File: config.mk
export PLATFORM = sky130hd
export DESIGN_NAME = display_arbiter_flat
export DESIGN_NICKNAME = d
export VERILOG_FILES = /design/src/rtl/display_pkg.sv /design/src/rtl/display_arbiter_if.sv /design/src/rtl/bin2bcd_seq.sv /design/src/rtl/display_arbiter.sv /design/src/flat_wrapper.sv
export SDC_FILE = /design/constraint.sdc
export NUM_CORES = 1
export LEC_CHECK = 0
export BUFFER_PORTS_ARGS = -buffer_cell sky130_fd_sc_hd__buf_4
export CORE_ASPECT_RATIO = 2
export CORE_MARGIN = 1.5
export CORE_UTILIZATION = 51
export CTS_CLUSTER_SIZE = 24
export DETAILED_ROUTE_END_ITERATION = 6
export GPL_ROUTABILITY_DRIVEN = 0
export HOLD_SLACK_MARGIN = 0.06
export PLACE_DENSITY = 0.73
export SLEW_MARGIN = 20
export SYNTH_ARGS = -nofsm -noshare
export SYNTH_HDL_FRONTEND = slang
export SYNTH_HIERARCHICAL = 1
export SYNTH_SLANG_ARGS = --single-unit
File: constraint.sdc
create_clock -name clk -period 2.4 [get_ports clk]
set_clock_uncertainty 0.1 [all_clocks]
set_input_delay 0.36 -clock clk [delete_from_list [all_inputs] [get_ports clk]]
set_output_delay 0.36 -clock clk [all_outputs]
set_load 0.02 [all_outputs]
File: src/rtl/display_pkg.sv
`default_nettype none
// ============================================================================
// Module   : display_pkg
// Purpose  : Shared types and constants for the display arbiter: FSM state
//            encoding, digit count, default value width and the round-robin
//            winner helper.
// Revision : 1.0 - initial release
// ============================================================================
package display_pkg;

  // Number of packed BCD digits driven to the seven-segment controller
  localparam int NUM_DIGITS = 4;

  // Default binary width of each requester value (8191 max -> four digits)
  localparam int DEFAULT_VAL_W = 13;

  // Arbiter FSM state encoding
  typedef enum logic [1:0] {
    ST_IDLE    = 2'd0,
    ST_CONVERT = 2'd1,
    ST_HOLD    = 2'd2
  } state_t;

  // Round-robin pick: a lone requester always wins; on a tie the requester
  // that was not granted last wins. Returns the winning index (0 or 1).
  function automatic logic pick_winner(input logic [1:0] req, input logic last);
    logic win;
    win = 1'b0;
    case (req)
      2'b01:   win = 1'b0;
      2'b10:   win = 1'b1;
      2'b11:   win = ~last;
      default: win = 1'b0;
    endcase
    return win;
  endfunction

endpackage
`default_nettype wire

File: src/rtl/display_arbiter_if.sv
`default_nettype none
// ============================================================================
// Module   : display_arbiter_if
// Purpose  : Request / value / display bundle between the two requesters
//            (master side) and the display arbiter (slave side).
// Revision : 1.0 - initial release
// ============================================================================
interface display_arbiter_if #(
  parameter int VAL_W = display_pkg::DEFAULT_VAL_W
);

  logic [1:0]                          req;
  logic [VAL_W-1:0]                    value0;
  logic [VAL_W-1:0]                    value1;
  logic [1:0]                          grant;
  logic [4*display_pkg::NUM_DIGITS-1:0] digits;
  logic                                bcd_valid;
  logic                                busy;

  // Requester side: raises requests and offers values
  modport master (
    output req, value0, value1,
    input  grant, digits, bcd_valid, busy
  );

  // Arbiter side
  modport slave (
    input  req, value0, value1,
    output grant, digits, bcd_valid, busy
  );

endinterface
`default_nettype wire

File: src/rtl/bin2bcd_seq.sv
`default_nettype none
// ============================================================================
// Module   : bin2bcd_seq
// Purpose  : Iterative shift-add-3 (double-dabble) binary to BCD converter.
//            A start pulse loads the operand; each following cycle adjusts
//            every nibble >= 5 by +3 and shifts in one operand bit, MSB first.
//            done is high during the cycle whose edge performs the final
//            shift, and bcd then shows the finished result.
// Revision : 1.0 - initial release
// ============================================================================
module bin2bcd_seq
  import display_pkg::*;
#(
  parameter int VAL_W      = DEFAULT_VAL_W,
  parameter int NUM_DIG    = NUM_DIGITS
) (
  input  wire logic                   clk,
  input  wire logic                   reset,
  input  wire logic                   start,
  input  wire logic [VAL_W-1:0]       bin,
  output logic                        done,
  output logic [4*NUM_DIG-1:0]        bcd
);

  localparam int BCD_W = 4 * NUM_DIG;
  localparam int CNT_W = $clog2(VAL_W + 1);
  localparam logic [CNT_W-1:0] LAST_SHIFT = CNT_W'(VAL_W - 1);

  logic                active_q, active_d;
  logic [CNT_W-1:0]    cnt_q,    cnt_d;
  logic [VAL_W-1:0]    bin_sr_q, bin_sr_d;
  logic [BCD_W-1:0]    bcd_q,    bcd_d;
  logic [BCD_W-1:0]    adjusted;
  logic [BCD_W-1:0]    bcd_next;

  // One double-dabble step: add 3 to each nibble >= 5, then shift in the next MSB
  always_comb begin
    adjusted = bcd_q;
    for (int i = 0; i < NUM_DIG; i++) begin
      if (adjusted[4*i +: 4] >= 4'd5) begin
        adjusted[4*i +: 4] = adjusted[4*i +: 4] + 4'd3;
      end
    end
    bcd_next = {adjusted[BCD_W-2:0], bin_sr_q[VAL_W-1]};
  end

  assign done = active_q && (cnt_q == LAST_SHIFT);
  assign bcd  = bcd_next;

  // Next-state for the shift registers and shift counter
  always_comb begin
    active_d = active_q;
    cnt_d    = cnt_q;
    bin_sr_d = bin_sr_q;
    bcd_d    = bcd_q;
    if (start) begin
      active_d = 1'b1;
      cnt_d    = '0;
      bin_sr_d = bin;
      bcd_d    = '0;
    end else if (active_q) begin
      bcd_d    = bcd_next;
      bin_sr_d = {bin_sr_q[VAL_W-2:0], 1'b0};
      cnt_d    = cnt_q + CNT_W'(1);
      if (done) begin
        active_d = 1'b0;
      end
    end
  end

  // Converter state registers; reset abandons any conversion in flight
  always_ff @(posedge clk or posedge reset) begin
    if (reset) begin
      active_q <= 1'b0;
      cnt_q    <= '0;
      bin_sr_q <= '0;
      bcd_q    <= '0;
    end else begin
      active_q <= active_d;
      cnt_q    <= cnt_d;
      bin_sr_q <= bin_sr_d;
      bcd_q    <= bcd_d;
    end
  end

endmodule
`default_nettype wire

File: src/rtl/display_arbiter.sv
`default_nettype none
// ============================================================================
// Module   : display_arbiter
// Purpose  : Round-robin arbiter between two requesters sharing a four-digit
//            seven-segment display. The winner's binary value is captured,
//            converted to packed BCD by bin2bcd_seq, loaded onto digits and
//            held for at least HOLD_CYCLES cycles before the next grant.
// Revision : 1.0 - initial release
// ============================================================================
module display_arbiter
  import display_pkg::*;
#(
  parameter logic [25:0] HOLD_CYCLES = 26'd50_000_000,
  parameter int          VAL_W       = DEFAULT_VAL_W
) (
  input  wire logic          clk,
  input  wire logic          reset,
  display_arbiter_if.slave   bus
);

  localparam int BCD_W = 4 * NUM_DIGITS;

  state_t             state_q,     state_d;
  logic [1:0]         grant_q,     grant_d;
  logic [BCD_W-1:0]   digits_q,    digits_d;
  logic               bcd_valid_q, bcd_valid_d;
  logic [25:0]        hold_cnt_q,  hold_cnt_d;
  logic               last_q,      last_d;
  logic [VAL_W-1:0]   value_q,     value_d;
  logic               start_q,     start_d;

  logic               winner;
  logic [26:0]        hold_next;
  logic               conv_done;
  logic [BCD_W-1:0]   conv_bcd;

  assign winner    = pick_winner(bus.req, last_q);
  assign hold_next = {1'b0, hold_cnt_q} + 27'd1;

  // Converter starts the cycle after capture, working on the latched value so
  // that later changes on value0/value1 cannot disturb the result.
  bin2bcd_seq #(
    .VAL_W   (VAL_W),
    .NUM_DIG (NUM_DIGITS)
  ) u_bin2bcd (
    .clk   (clk),
    .reset (reset),
    .start (start_q),
    .bin   (value_q),
    .done  (conv_done),
    .bcd   (conv_bcd)
  );

  // Arbiter FSM next-state: capture in IDLE, wait for the converter, then hold
  always_comb begin
    state_d     = state_q;
    grant_d     = 2'b00;
    digits_d    = digits_q;
    bcd_valid_d = 1'b0;
    hold_cnt_d  = hold_cnt_q;
    last_d      = last_q;
    value_d     = value_q;
    start_d     = 1'b0;
    case (state_q)
      ST_IDLE: begin
        if (bus.req != 2'b00) begin
          grant_d = winner ? 2'b10 : 2'b01;
          value_d = winner ? bus.value1 : bus.value0;
          last_d  = winner;
          start_d = 1'b1;
          state_d = ST_CONVERT;
        end
      end
      ST_CONVERT: begin
        if (conv_done) begin
          digits_d    = conv_bcd;
          bcd_valid_d = 1'b1;
          hold_cnt_d  = '0;
          state_d     = ST_HOLD;
        end
      end
      ST_HOLD: begin
        // HOLD_CYCLES of 0 or 1 both leave on the first HOLD edge
        if (hold_next >= {1'b0, HOLD_CYCLES}) begin
          hold_cnt_d = '0;
          state_d    = ST_IDLE;
        end else begin
          hold_cnt_d = hold_next[25:0];
        end
      end
      default: begin
        state_d = ST_IDLE;
      end
    endcase
  end

  // Registered FSM state and outputs; pointer resets to 1 so requester 0 wins the first tie
  always_ff @(posedge clk or posedge reset) begin
    if (reset) begin
      state_q     <= ST_IDLE;
      grant_q     <= 2'b00;
      digits_q    <= '0;
      bcd_valid_q <= 1'b0;
      hold_cnt_q  <= '0;
      last_q      <= 1'b1;
      value_q     <= '0;
      start_q     <= 1'b0;
    end else begin
      state_q     <= state_d;
      grant_q     <= grant_d;
      digits_q    <= digits_d;
      bcd_valid_q <= bcd_valid_d;
      hold_cnt_q  <= hold_cnt_d;
      last_q      <= last_d;
      value_q     <= value_d;
      start_q     <= start_d;
    end
  end

  assign bus.grant     = grant_q;
  assign bus.digits    = digits_q;
  assign bus.bcd_valid = bcd_valid_q;
  assign bus.busy      = (state_q != ST_IDLE);

endmodule
`default_nettype wire
File: src/flat_wrapper.sv
// flat-port wrapper written by rule: the top's interface ports become plain ports
module display_arbiter_flat import display_pkg::*;
#(
  parameter logic [25:0] HOLD_CYCLES = 26'd50_000_000,
  parameter int          VAL_W       = DEFAULT_VAL_W
)
  (clk, reset, bus_req, bus_value0, bus_value1, bus_grant, bus_digits, bus_bcd_valid, bus_busy);
  display_arbiter_if #(.VAL_W(VAL_W)) bus_i ();
  input  wire logic clk;
  input  wire logic reset;
  input wire logic [$bits(bus_i.req)-1:0] bus_req;
  input wire logic [$bits(bus_i.value0)-1:0] bus_value0;
  input wire logic [$bits(bus_i.value1)-1:0] bus_value1;
  output wire logic [$bits(bus_i.grant)-1:0] bus_grant;
  output wire logic [$bits(bus_i.digits)-1:0] bus_digits;
  output wire logic [$bits(bus_i.bcd_valid)-1:0] bus_bcd_valid;
  output wire logic [$bits(bus_i.busy)-1:0] bus_busy;
  assign bus_i.req = bus_req;
  assign bus_i.value0 = bus_value0;
  assign bus_i.value1 = bus_value1;
  assign bus_grant = bus_i.grant;
  assign bus_digits = bus_i.digits;
  assign bus_bcd_valid = bus_i.bcd_valid;
  assign bus_busy = bus_i.busy;
  display_arbiter #(.HOLD_CYCLES(HOLD_CYCLES), .VAL_W(VAL_W)) u_core (.clk(clk), .reset(reset), .bus(bus_i));
endmodule
======== After elaboration in Yosys (flattened, before gate mapping) ========
Cells that the tools add are included.
storage, ports and cells
  register bits ........................... 96
  logic and storage cells ................. 71
  output and inout bits ................... 20
cells by class
  muxes and demuxes ....................... 29
  reductions and logical operators ........ 10
  bitwise logic cells ..................... 1
  $lt $le $gt $ge ......................... 5
  add/sub/neg operators ................... 6
  eq/ne operators ......................... 8
operators by type and width
  operator               count
  $mux 26                2
  $pmux 26 s2            1
  $mux 13                3
  $mux 16                2
  $add 26x1->27 const B  1
  $ge 27x26->1 const B   1
  $mux 4                 5
  $ge 4x3->1 const B     4
  $add 4x2->4 const B    3
  $mux 2                 6
  $reduce_bool 2->1      4
  $mux 1                 7
  $eq 2x2->1 const B     3
  $ne 2x1->1 const B     3
  $pmux 2 s3             1
  $reduce_and 2->1       3
  $add 4x1->4 const B    1
  $eq 4x4->1 const B     1
  $add 3x2->3 const B    1
  $mux 3                 1
  $reduce_and 3->1       1
  $eq 2x1->1 const B     1
  $logic_not 2->1        1
  $pmux 1 s2             1
  other kinds (2)        2

======== Logic depth before layout (Yosys ltp) ========
Gate-level depths: netlist of run 1.
  depth after elaboration ................. 5
  gate-level depth with buffers ........... 12
  gate-level depth less buffers ........... 11

======== Modules after synthesis ========
The synthesis of run 1 kept the hierarchy.
modules (own cells, without submodules)
  module           instances  area each (µm²)  seq. area each (µm²)  cells an instance
  display_arbiter  1          3211.8           1552.7                352
  bin2bcd_seq      1          2148.3           850.8                 236

======== Worst setup path after synthesis of run 1 ========
No wires, ideal clock.
  kind .................................... reg-to-reg
  from .................................... register u_core.hold_cnt_q[0]
  to ...................................... register u_core.hold_cnt_q[9]
  cell stages (with the launch flop) ...... 11
  clock period less this slack ............ 2418 ps
  path slack .............................. -18 ps
  arrival ................................. 2197 ps
  path buffers ............................ 2
  setup time .............................. 121 ps
  data required time ...................... 2179 ps
  cell sequence ........................... dfrtp_1 -> ha_1 -> and3_1 -> buf_4 -> a32oi_1 -> o32a_1 -> a211oi_2 -> o221ai_2 -> buf_6 -> a31o_1 -> a22o_1
on the way
  word-level cells in the longest chain between the ends .. 4
ends and longest elaborated chain
  what                      line                    source
  start: declaration        display_arbiter.sv:27   logic [25:0] hold_cnt_q, hold_cnt_d;
  start signal: assignment  display_arbiter.sv:113  hold_cnt_q <= hold_cnt_d;
  $add 26x1->27 (*)         display_arbiter.sv:38   assign hold_next = {1'b0, hold_cnt_q} + 27'd1;
  $ge 27x26->1              display_arbiter.sv:84   if (hold_next >= {1'b0, HOLD_CYCLES}) begin
  $mux 26 (*)               display_arbiter.sv:84
  $pmux 26 s2 (*)           display_arbiter.sv:64   case (state_q)
Every way passes the cells marked *; elsewhere a longest branch is shown, timed or not.
A chain may end at the register's enable or synchronous reset.

======== Final worst setup path of run 1 ========
  from .................................... register u_core.hold_cnt_q[0]
  to ...................................... register u_core.hold_cnt_q[13]
The elaborated chain is that of the path after synthesis.

==> results of run 1 <==
## cell type report
cell class | count | area [um2]
Tap cell | 135 | 169
Clock inverter | 4 | 51.3
Inverter | 28 | 105
Clock buffer | 12 | 256
Timing Repair Buffer | 114 | 898
Fill cell | 885 | 3490
Multi-Input combinational cell | 425 | 2770
Sequential cell | 96 | 2410
## stage by stage
| step | cell area [um2] | std cells | utilization |
|---|---|---|---|
| floorplan | 5370 | 588 | - |
| global placement | 6110 | 785 | 0.602 |
| detailed placement | 6110 | 785 | 0.602 |
| CTS | 6500 | 805 | 0.641 |
| global route | 6660 | 814 | 0.656 |
| finish | 6660 | 814 | 0.656 |
## kinds of logic after synthesis
logic type | Yosys count | synth area share
AND/OR/NAND/NOR | 248 | 0.229
AO/OA/AOI/OAI | 125 | 0.162
flip-flops | 96 | 0.448
buffers and inverters | 67 | 0.0607
multiplexers | 29 | 0.0542
XOR/XNOR | 12 | 0.0196
adder cells (fa/ha/maj) | 11 | 0.0257
## critical path: stages, from the launching register on
cell	delay, ns
dfrtp_1	0.45
buf_4	0.17
nand4_1	0.21
buf_4	0.24
o41ai_2	0.34
nand4_1	0.20
nand2_1	0.16
buf_4	0.20
nand2_4	0.13
o22ai_1	0.20
## metal layers
layer	vias up	global-route usage	wire, um
met3	53	0.0477	449
met2	142	0.473	7780
li1	2273	-	-
met5	-	0	0
met1	2334	0.277	5100
met4	0	0.131	574
## power by group
group	switching [W]	internal (W)	total, W	leakage [nW]
Clock	0.000594	0.000867	0.00146	0.149
Sequential	0	0.00162	0.00162	1.32
Combinational	0.0000488	0.0000441	0.0000929	1.65
## timing repair
| item | CTS | global route |
|---|---|---|
| cloned | 0 | 1 |
| gates resized for setup | 13 | 20 |
| hold endpoints to repair | 95 | 0 |
| endpoints found under the setup margin | 25 | 27 |
| pin swaps | 3 | 11 |
| setup buffers | 3 | 8 |
| hold buffers | 1 | 0 |
## synthesized netlist by cell type (6+ instances only)
| cell | n | area share |
|---|---|---|
| nand4_1 | 17 | 0.020 |
| xnor2_1 | 7 | 0.011 |
| nand2_1 | 98 | 0.069 |
| buf_4 | 10 | 0.014 |
| mux2i_1 | 29 | 0.054 |
| nand2b_1 | 12 | 0.014 |
| nor3_1 | 6 | 0.0056 |
| inv_1 | 27 | 0.019 |
| o21ai_1 | 9 | 0.0084 |
| nand3b_1 | 7 | 0.0098 |
| o21ai_0 | 31 | 0.029 |
| and3_1 | 9 | 0.011 |
| a21oi_1 | 7 | 0.0065 |
| nand3_1 | 26 | 0.024 |
| nor3b_1 | 9 | 0.013 |
| clkbuf_1 | 14 | 0.0098 |
| buf_2 | 11 | 0.010 |
| nor2b_1 | 9 | 0.011 |
| nor2_1 | 35 | 0.025 |
| dfrtp_1 | 95 | 0.44 |
| a31oi_1 | 29 | 0.034 |
| ha_1 | 11 | 0.026 |
## registers in the layout, indices dropped and copies added, names as in the netlist
signal / count
u_core/u_bin2bcd/cnt_q: 4
u_core/u_bin2bcd/bcd_q: 16
u_core/u_bin2bcd/bin_sr_q: 13
u_core/bus.bcd_valid: 1
u_core/last_q: 1
u_core/value_q: 13
u_core/start_q: 1
u_core/bus.digits: 16
u_core/state_q: 2
u_core/bus.grant: 2
u_core/u_bin2bcd/active_q: 1
u_core/hold_cnt_q: 26
## final timing paths
check	from	end	slack (ns)	cells past startpoint
worst max-delay path	u_core/hold_cnt_q[0]	u_core/hold_cnt_q[13]	-0.07	9
worst min-delay path	bus_value1[2]	u_core/value_q[2]	0.16	3
worst max register to register	u_core/hold_cnt_q[0]	u_core/hold_cnt_q[13]	-0.07	9
worst min register to register	u_core/bus.digits[2]	u_core/bus.digits[2]	0.38	2
max in group asynchronous	reset	u_core/u_bin2bcd/active_q	1.26	4
min in group asynchronous	reset	u_core/value_q[1]	0.53	4
==> results.toml, run 1 <==
[floorplanning]
start_util = 0.528
dieArea_um2 = 11200
row_count = 52
ios = 50
coreArea_um2 = 10100
die_w_um = 75.5
die_h_um = 148

[pwr]
power_density_nw_per_um2 = 476
ir_drop_uv = 361
power_leakage_nw = 3.12
fin_total_pwr_w = 0.00317

[clock_network]
cts_max_level = 3
cts_made_buffers = 9
cts-root-buf = "clkbuf_16"
cts.sinks = 96
path_clk_slew_ns = 0.06
clk_path_buf_depth = 2
clk_latency_ns = 0.34
cts_tree = "yes"

[final_layout]
drive_above_1_share = 0.243
fin_nets = 715
final_cell_mix = "buf_4, nand2_1, dfrtp_1, nor2_1, o21ai_0"
layout_commonest_cell = "buf_4"
area_delta_synth_final_pct = 24.2
diodes = 0

[critical_path]
required_ns = 2.55
critPathCaptureType = "flop"
cp.arrival_ns = 2.63
cp_max_fo = 10
path_class = "flop to flop"
start_kind = "flop"

[timing]
drv_slew = 0
setup_tns_ns = -0.722
setup_viol = 22
slew_headroom = 0.443
rsz0062_at_grt = "true"
max_freq_mhz = 404
whs_ns = 0.164
setup_ws_ns = -0.0747
layout_min_cycle_time_ns = 2.47
hold_viol_final = 0
finalCritPeriodShare = 1.03
worstMarginPinSlew_ns = 0.830

[global_routing]
overflow = 0
first_global_vias = 4948
grt_pass1_wl_um = 22600
antenna_found_initial = 0
grt.total_usage = 0.262
grt_max_degree = 63

[detailed_routing]
detail-route-antenna-nets = 0
first_pass_iters = 5
drt_iter0_markers = 358
remaining_drc_errors = 0
drt_wl_total_um = 13900
routed-via-count = 4802
vias_per_cell = 5.90
wl_per_cell_um = 17.1

[placed_design]
place_ws_ns = -0.122
hpwl_um = 9820
io_buffers = 49

[outcome]
status = "finished, violations left"
failed_checks = "negative setup slack"

[synth]
synth_seq_area_share = 0.448
synth-main-ff-cell = "dfrtp_1"
ys_types = 61
synth-seq-cells = 96
async_flop_share = 1.00
synth-edff-count = 0
synth_cells = 588
ys_warn_count = 6
synth_area_per_cell_um2 = 9.12
post_synth_instance_area_um2 = 5360
syn_nets = 629

[worst_hold_path]
hold_path_class = "input pin to flop"

[flow_run]
maxCapViolCount = 0
No activity file was read; power rests on OpenSTA's default activity.
==> inputs of run 2 (changes only) <==
CTS_BUF_LIST = sky130_fd_sc_hd__clkbuf_4   (was unset)
==> run 2 against run 1 <==
- the flow still finishes with violations (negative setup slack)
- register-to-register slack about the same
- clock power fell by 41%
- sequential power is essentially flat
- final area decreased by 1.2%
- non-clock buffer count grew 8
- clock-buffer cell count down 2
- final cell count rose by 1.1%
- sequential cell count did not move
- sequential share of layout area up 0.41 points
- setup slack worse by 0.0091 ns
- routed wire length up 2.8%
- largest power group unchanged
==> results.toml, run 2 (synthesis results as in run 1) <==
[outcome]
status = "finished, violations left"
failed_checks = "negative setup slack"

[global_routing]
grt.total_usage = 0.266
grt_pass1_wl_um = 22900
first_global_vias = 4957
grt_max_degree = 63
antenna_found_initial = 1
overflow = 0

[placed_design]
postPlaceCellArea_um2 = 6110
io_buffers = 49
hpwl_um = 9820
placedCellCount = 785

[timing]
whs_ns = 0.0999
finalCritPeriodShare = 1.03
layout_min_cycle_time_ns = 2.48
drv_slew = 0
rsz0062_at_grt = "true"
slew_headroom = 0.467
worstMarginPinSlew_ns = 0.794
max_freq_mhz = 403
hold_viol_final = 0
setup_ws_ns = -0.0839
setup_viol = 18

[pwr]
switching_share = 0.227
fin_total_pwr_w = 0.00258
pwr-share-comb = 0.042
p_sw_w = 0.000587
power_leakage_nw = 3.09
ir_drop_uv = 265
power_density_nw_per_um2 = 393
pwr-share-seq = 0.626
p_int_w = 0.00200
clkPwrFrac = 0.332

[clock_network]
clk_latency_ns = 0.45
cts_max_level = 3
path_clk_slew_ns = 0.14
clk_path_buf_depth = 2
cts-root-buf = "clkbuf_4"
cts_made_buffers = 9
cts_tree = "yes"
cts.sinks = 96

[final_layout]
regMostFlops = "u_core/hold_cnt_q"
layoutNonFillerInstCount = 823
layout_commonest_cell = "buf_4"
area_delta_synth_final_pct = 22.7
largest_register_ffs = 26
multi_input_area_um2 = 2770
num-fill-cells = 894
post-route-cell-area_um2 = 6580
fin_util = 0.648
ff_latch_area_um2 = 2410
final_cell_mix = "buf_4, nand2_1, dfrtp_1, nor2_1, o21ai_0"
fin_nets = 723
drive_above_1_share = 0.236

[critical_path]
r2r_slack_ns = -0.08
path_class = "flop to flop"
start_kind = "flop"
required_ns = 2.67
cp.arrival_ns = 2.75
critPathLaunch = "u_core/hold_cnt_q[0]"
crit_end = "u_core/hold_cnt_q[25]"
cp_max_fo = 14
reg2reg_depth = 10
r2r_start = "u_core/hold_cnt_q[0]"
critPathCaptureType = "flop"
timing.rr.end = "u_core/hold_cnt_q[25]"

[detailed_routing]
vias_per_cell = 5.97
drt_wl_total_um = 14300
remaining_drc_errors = 0
drt_iter0_markers = 346
detail-route-antenna-nets = 0
first_pass_iters = 6
wl_per_cell_um = 17.4
routed-via-count = 4912

[floorplanning]
coreArea_um2 = 10100
start_util = 0.528
ios = 50
die_h_um = 148
dieArea_um2 = 11200
row_count = 52
die_w_um = 75.5

[flow_run]
maxCapViolCount = 0

[worst_hold_path]
hold_path_class = "input pin to flop"
-- run 2: metrics by stage --
stage,setup TNS (ns),setup slack [ns]
final,-0.781,-0.0839
after global routing,-2.70,-0.154
after CTS,-0.103,-0.0242
after detailed placement,-1.22,-0.122
after global placement,-0.142,-0.0497
after floorplan,0,0.00584
-- run 2: area by class of cell --
class / count / area share
clock inverter: 6 / 0.00894
antenna: 1 / 0.000380
multi-input combinational: 425 / 0.421
timing repair buffer: 122 / 0.150
clock buffer: 10 / 0.0114
sequential: 96 / 0.366
tap: 135 / 0.0257
inverter: 28 / 0.0160
-- run 2: what timing repair did --
item,4_1_cts,5_1_grt
hold buffers,11,0
endpoints found under the setup margin,25,27
setup buffers,4,5
gates resized for setup,13,20
hold endpoints to repair,100,0
gates cloned,0,1
pin swaps,3,15
-- run 2: worst min path at each step --
stage                                  start                       endpoint  slack [ns]  cells after the start
after floorplan           u_core/value_q[11]  u_core/u_bin2bcd/bin_sr_q[11]        0.35                      2
after global placement                 reset            u_core/bus.grant[0]        0.36                      3
after detailed placement               reset            u_core/bus.grant[0]        0.36                      3
after CTS                      bus_value0[7]              u_core/value_q[7]        0.08                      3
after global routing           bus_value1[9]              u_core/value_q[9]        0.08                      3
final                          bus_value0[7]              u_core/value_q[7]         0.1                      3
-- run 2: power by group through the flow --
| stage | combinational (W) | sequential [W] | clock (W) |
|---|---|---|---|
| floorplan | 0.0000354 | 0.00165 | 0 |
| global placement | 0.0000929 | 0.00165 | 0 |
| detailed placement | 0.0000951 | 0.00165 | 0 |
| CTS | 0.000110 | 0.00162 | 0.000879 |
| global route | 0.000120 | 0.00162 | 0.000944 |
| finish | 0.000108 | 0.00162 | 0.000859 |
-- run 2: layer usage --
layer	routed length, um	global-route usage
met5	0	0
met3	513	0.0539
met4	566	0.124
met2	7920	0.473
met1	5290	0.290
-- run 2: critical path, stage by stage (launching register included) --
cell and delay [ns]:
dfrtp_1 0.47, ha_4 0.21, nand3_4 0.08, buf_6 0.15, mux2i_2 0.14, o32ai_2 0.32
a211oi_2 0.14, o221ai_4 0.29, buf_6 0.21, nand3_1 0.11, a31oi_1 0.18
==> inputs of run 3 (changes only) <==
PLACE_DENSITY = unset   (was 0.73)
PLACE_DENSITY_LB_ADDON = 0.08   (was unset)
==> run 3 against run 2 <==
- the run still ends with negative setup slack left
- combinational power is essentially flat
- sequential power about the same
- register-to-register slack worse by 0.05 ns
- critical endpoint is now u_core/hold_cnt_q[17]
- largest power group unchanged
==> results.toml, run 3 (synthesis results as in run 1) <==
[timing]
worstMarginPinSlew_ns = 0.798
slew_headroom = 0.467
setup_viol = 26
max_freq_mhz = 395
rsz0062_at_grt = "true"
layout_min_cycle_time_ns = 2.53
setup_ws_ns = -0.133
hold_viol_final = 0
setup_tns_ns = -1.62
finalCritPeriodShare = 1.06
drv_slew = 0
whs_ns = 0.0783

[detailed_routing]
detail-route-antenna-nets = 0
drt_wl_total_um = 15900
first_pass_iters = 7
remaining_drc_errors = 0
wl_per_cell_um = 18.5
drt_iter0_markers = 427
routed-via-count = 5114
vias_per_cell = 5.96

[global_routing]
first_global_vias = 5166
overflow = 0
antenna_found_initial = 1
grt_max_degree = 47
grt_pass1_wl_um = 24200
grt.total_usage = 0.285

[floorplanning]
dieArea_um2 = 11200
die_h_um = 148
row_count = 52
coreArea_um2 = 10100
ios = 50
die_w_um = 75.5
start_util = 0.528

[final_layout]
regMostFlops = "u_core/hold_cnt_q"
layoutNonFillerInstCount = 858
multi_input_area_um2 = 2870
layout_commonest_cell = "buf_4"
num-fill-cells = 825
drive_above_1_share = 0.287
ff_latch_area_um2 = 2410
area_delta_synth_final_pct = 31.4
fin_nets = 758
largest_register_ffs = 26
final_cell_mix = "buf_4, nand2_1, dfrtp_1, nor2_1, o21ai_0"

[worst_hold_path]
min_to = "u_core/value_q[9]"
worstHoldStart = "bus_value1[9]"
hold_path_depth = 3
hold_path_class = "input pin to flop"

[clock_network]
cts_tree = "yes"
path_clk_slew_ns = 0.16
cts.sinks = 96
clk_latency_ns = 0.47
clk_path_buf_depth = 2
cts_made_buffers = 9
cts_max_level = 3
cts-root-buf = "clkbuf_4"

[placed_design]
place_ws_ns = -0.149
io_buffers = 49
hpwl_um = 10200
placedCellCount = 803

[pwr]
switching_share = 0.249
ir_drop_uv = 291
p_int_w = 0.00201
power_leakage_nw = 3.30
pwr-share-seq = 0.604
p_sw_w = 0.000668
power_density_nw_per_um2 = 380
pwr-share-comb = 0.039
clkPwrFrac = 0.357

[critical_path]
r2r_start = "u_core/hold_cnt_q[1]"
timing.rr.end = "u_core/hold_cnt_q[17]"
critPathCaptureType = "flop"
cp.arrival_ns = 2.83
reg2reg_depth = 10
r2r_slack_ns = -0.13
cp_max_fo = 7
required_ns = 2.70
start_kind = "flop"
path_class = "flop to flop"

[outcome]
status = "finished, violations left"
failed_checks = "negative setup slack"

[flow_run]
maxCapViolCount = 0
[run 3: cell count changes in the layout (fill, tap and decap cells not counted), sizes merged]
| cell | delta |
|---|---|
| buf | +30 |
| clkinv | -3 |
| dlygate4sd3 | +3 |
| inv | +3 |
| clkbuf | +1 |
| clkinvlp | +1 |
[run 3: critical path, cell delays in order, from the launching register on]
cell and delay [ns]:
dfrtp_2 0.45, buf_6 0.13, nand4_1 0.23, buf_4 0.25, o41ai_4 0.29, nand4_1 0.24, nand2_4 0.25, buf_12 0.16
buf_4 0.12, a31oi_4 0.07, o22ai_2 0.18
[run 3: per-stage QoR]
| stage | area, um2 | total power, W | utilization |
|---|---|---|---|
| 5_1_grt | 7040 | 0.00278 | 0.694 |
| 3_5_place_dp | 6240 | 0.00174 | 0.615 |
| 3_3_place_gp | 6240 | 0.00174 | 0.615 |
| 4_1_cts | 6780 | 0.00270 | 0.668 |
| 6_report | 7040 | 0.00268 | 0.694 |
| 2_1_floorplan | 5370 | 0.00168 | - |
[run 3: power groups by stage]
stage / clock network (W) / logic, W / registers [W]
CTS: 0.000977 / 0.000106 / 0.00162
floorplan: 0 / 0.0000354 / 0.00165
detailed placement: 0 / 0.0000939 / 0.00165
finish: 0.000956 / 0.000105 / 0.00162
global placement: 0 / 0.0000920 / 0.00165
global route: 0.00104 / 0.000117 / 0.00162
[run 3: worst max-delay path by stage]
stage / from / to / slack (ns) / cells after the start
6_report: u_core/hold_cnt_q[1] / u_core/hold_cnt_q[17] / -0.13 / 10
3_3_place_gp: u_core/hold_cnt_q[1] / u_core/hold_cnt_q[1] / -0.13 / 9
5_1_grt: u_core/hold_cnt_q[10] / u_core/hold_cnt_q[15] / -0.20 / 10
3_5_place_dp: u_core/hold_cnt_q[1] / u_core/hold_cnt_q[1] / -0.15 / 9
2_1_floorplan: u_core/u_bin2bcd/active_q / u_core/hold_cnt_q[13] / 0.006 / 12
4_1_cts: u_core/hold_cnt_q[0] / u_core/hold_cnt_q[9] / -0.05 / 10
[run 3: cell type report]
class	count	share of cell area
diodes	1	0.000355
clock buffers	9	0.00959
clock inverters	7	0.0121
inverters	28	0.0149
multi-input cells	425	0.407
flip-flops and latches	96	0.342
well taps	135	0.0240
repair buffers	157	0.190
[run 3: timing repair]
item                       in CTS  in global routing
buffers inserted               10                 10
gates cloned                    2                  2
pin swaps                      13                 19
gates resized for setup        33                 29
setup endpoints to repair      25                 31
hold buffers                   14                  0
hold endpoints to repair       58                  0
[run 3: layer usage]
layer  global-route usage  wire, um
met5                    0         0
met4                0.142       933
met3               0.0436       682
met2                0.521      8520
met1                0.298      5740
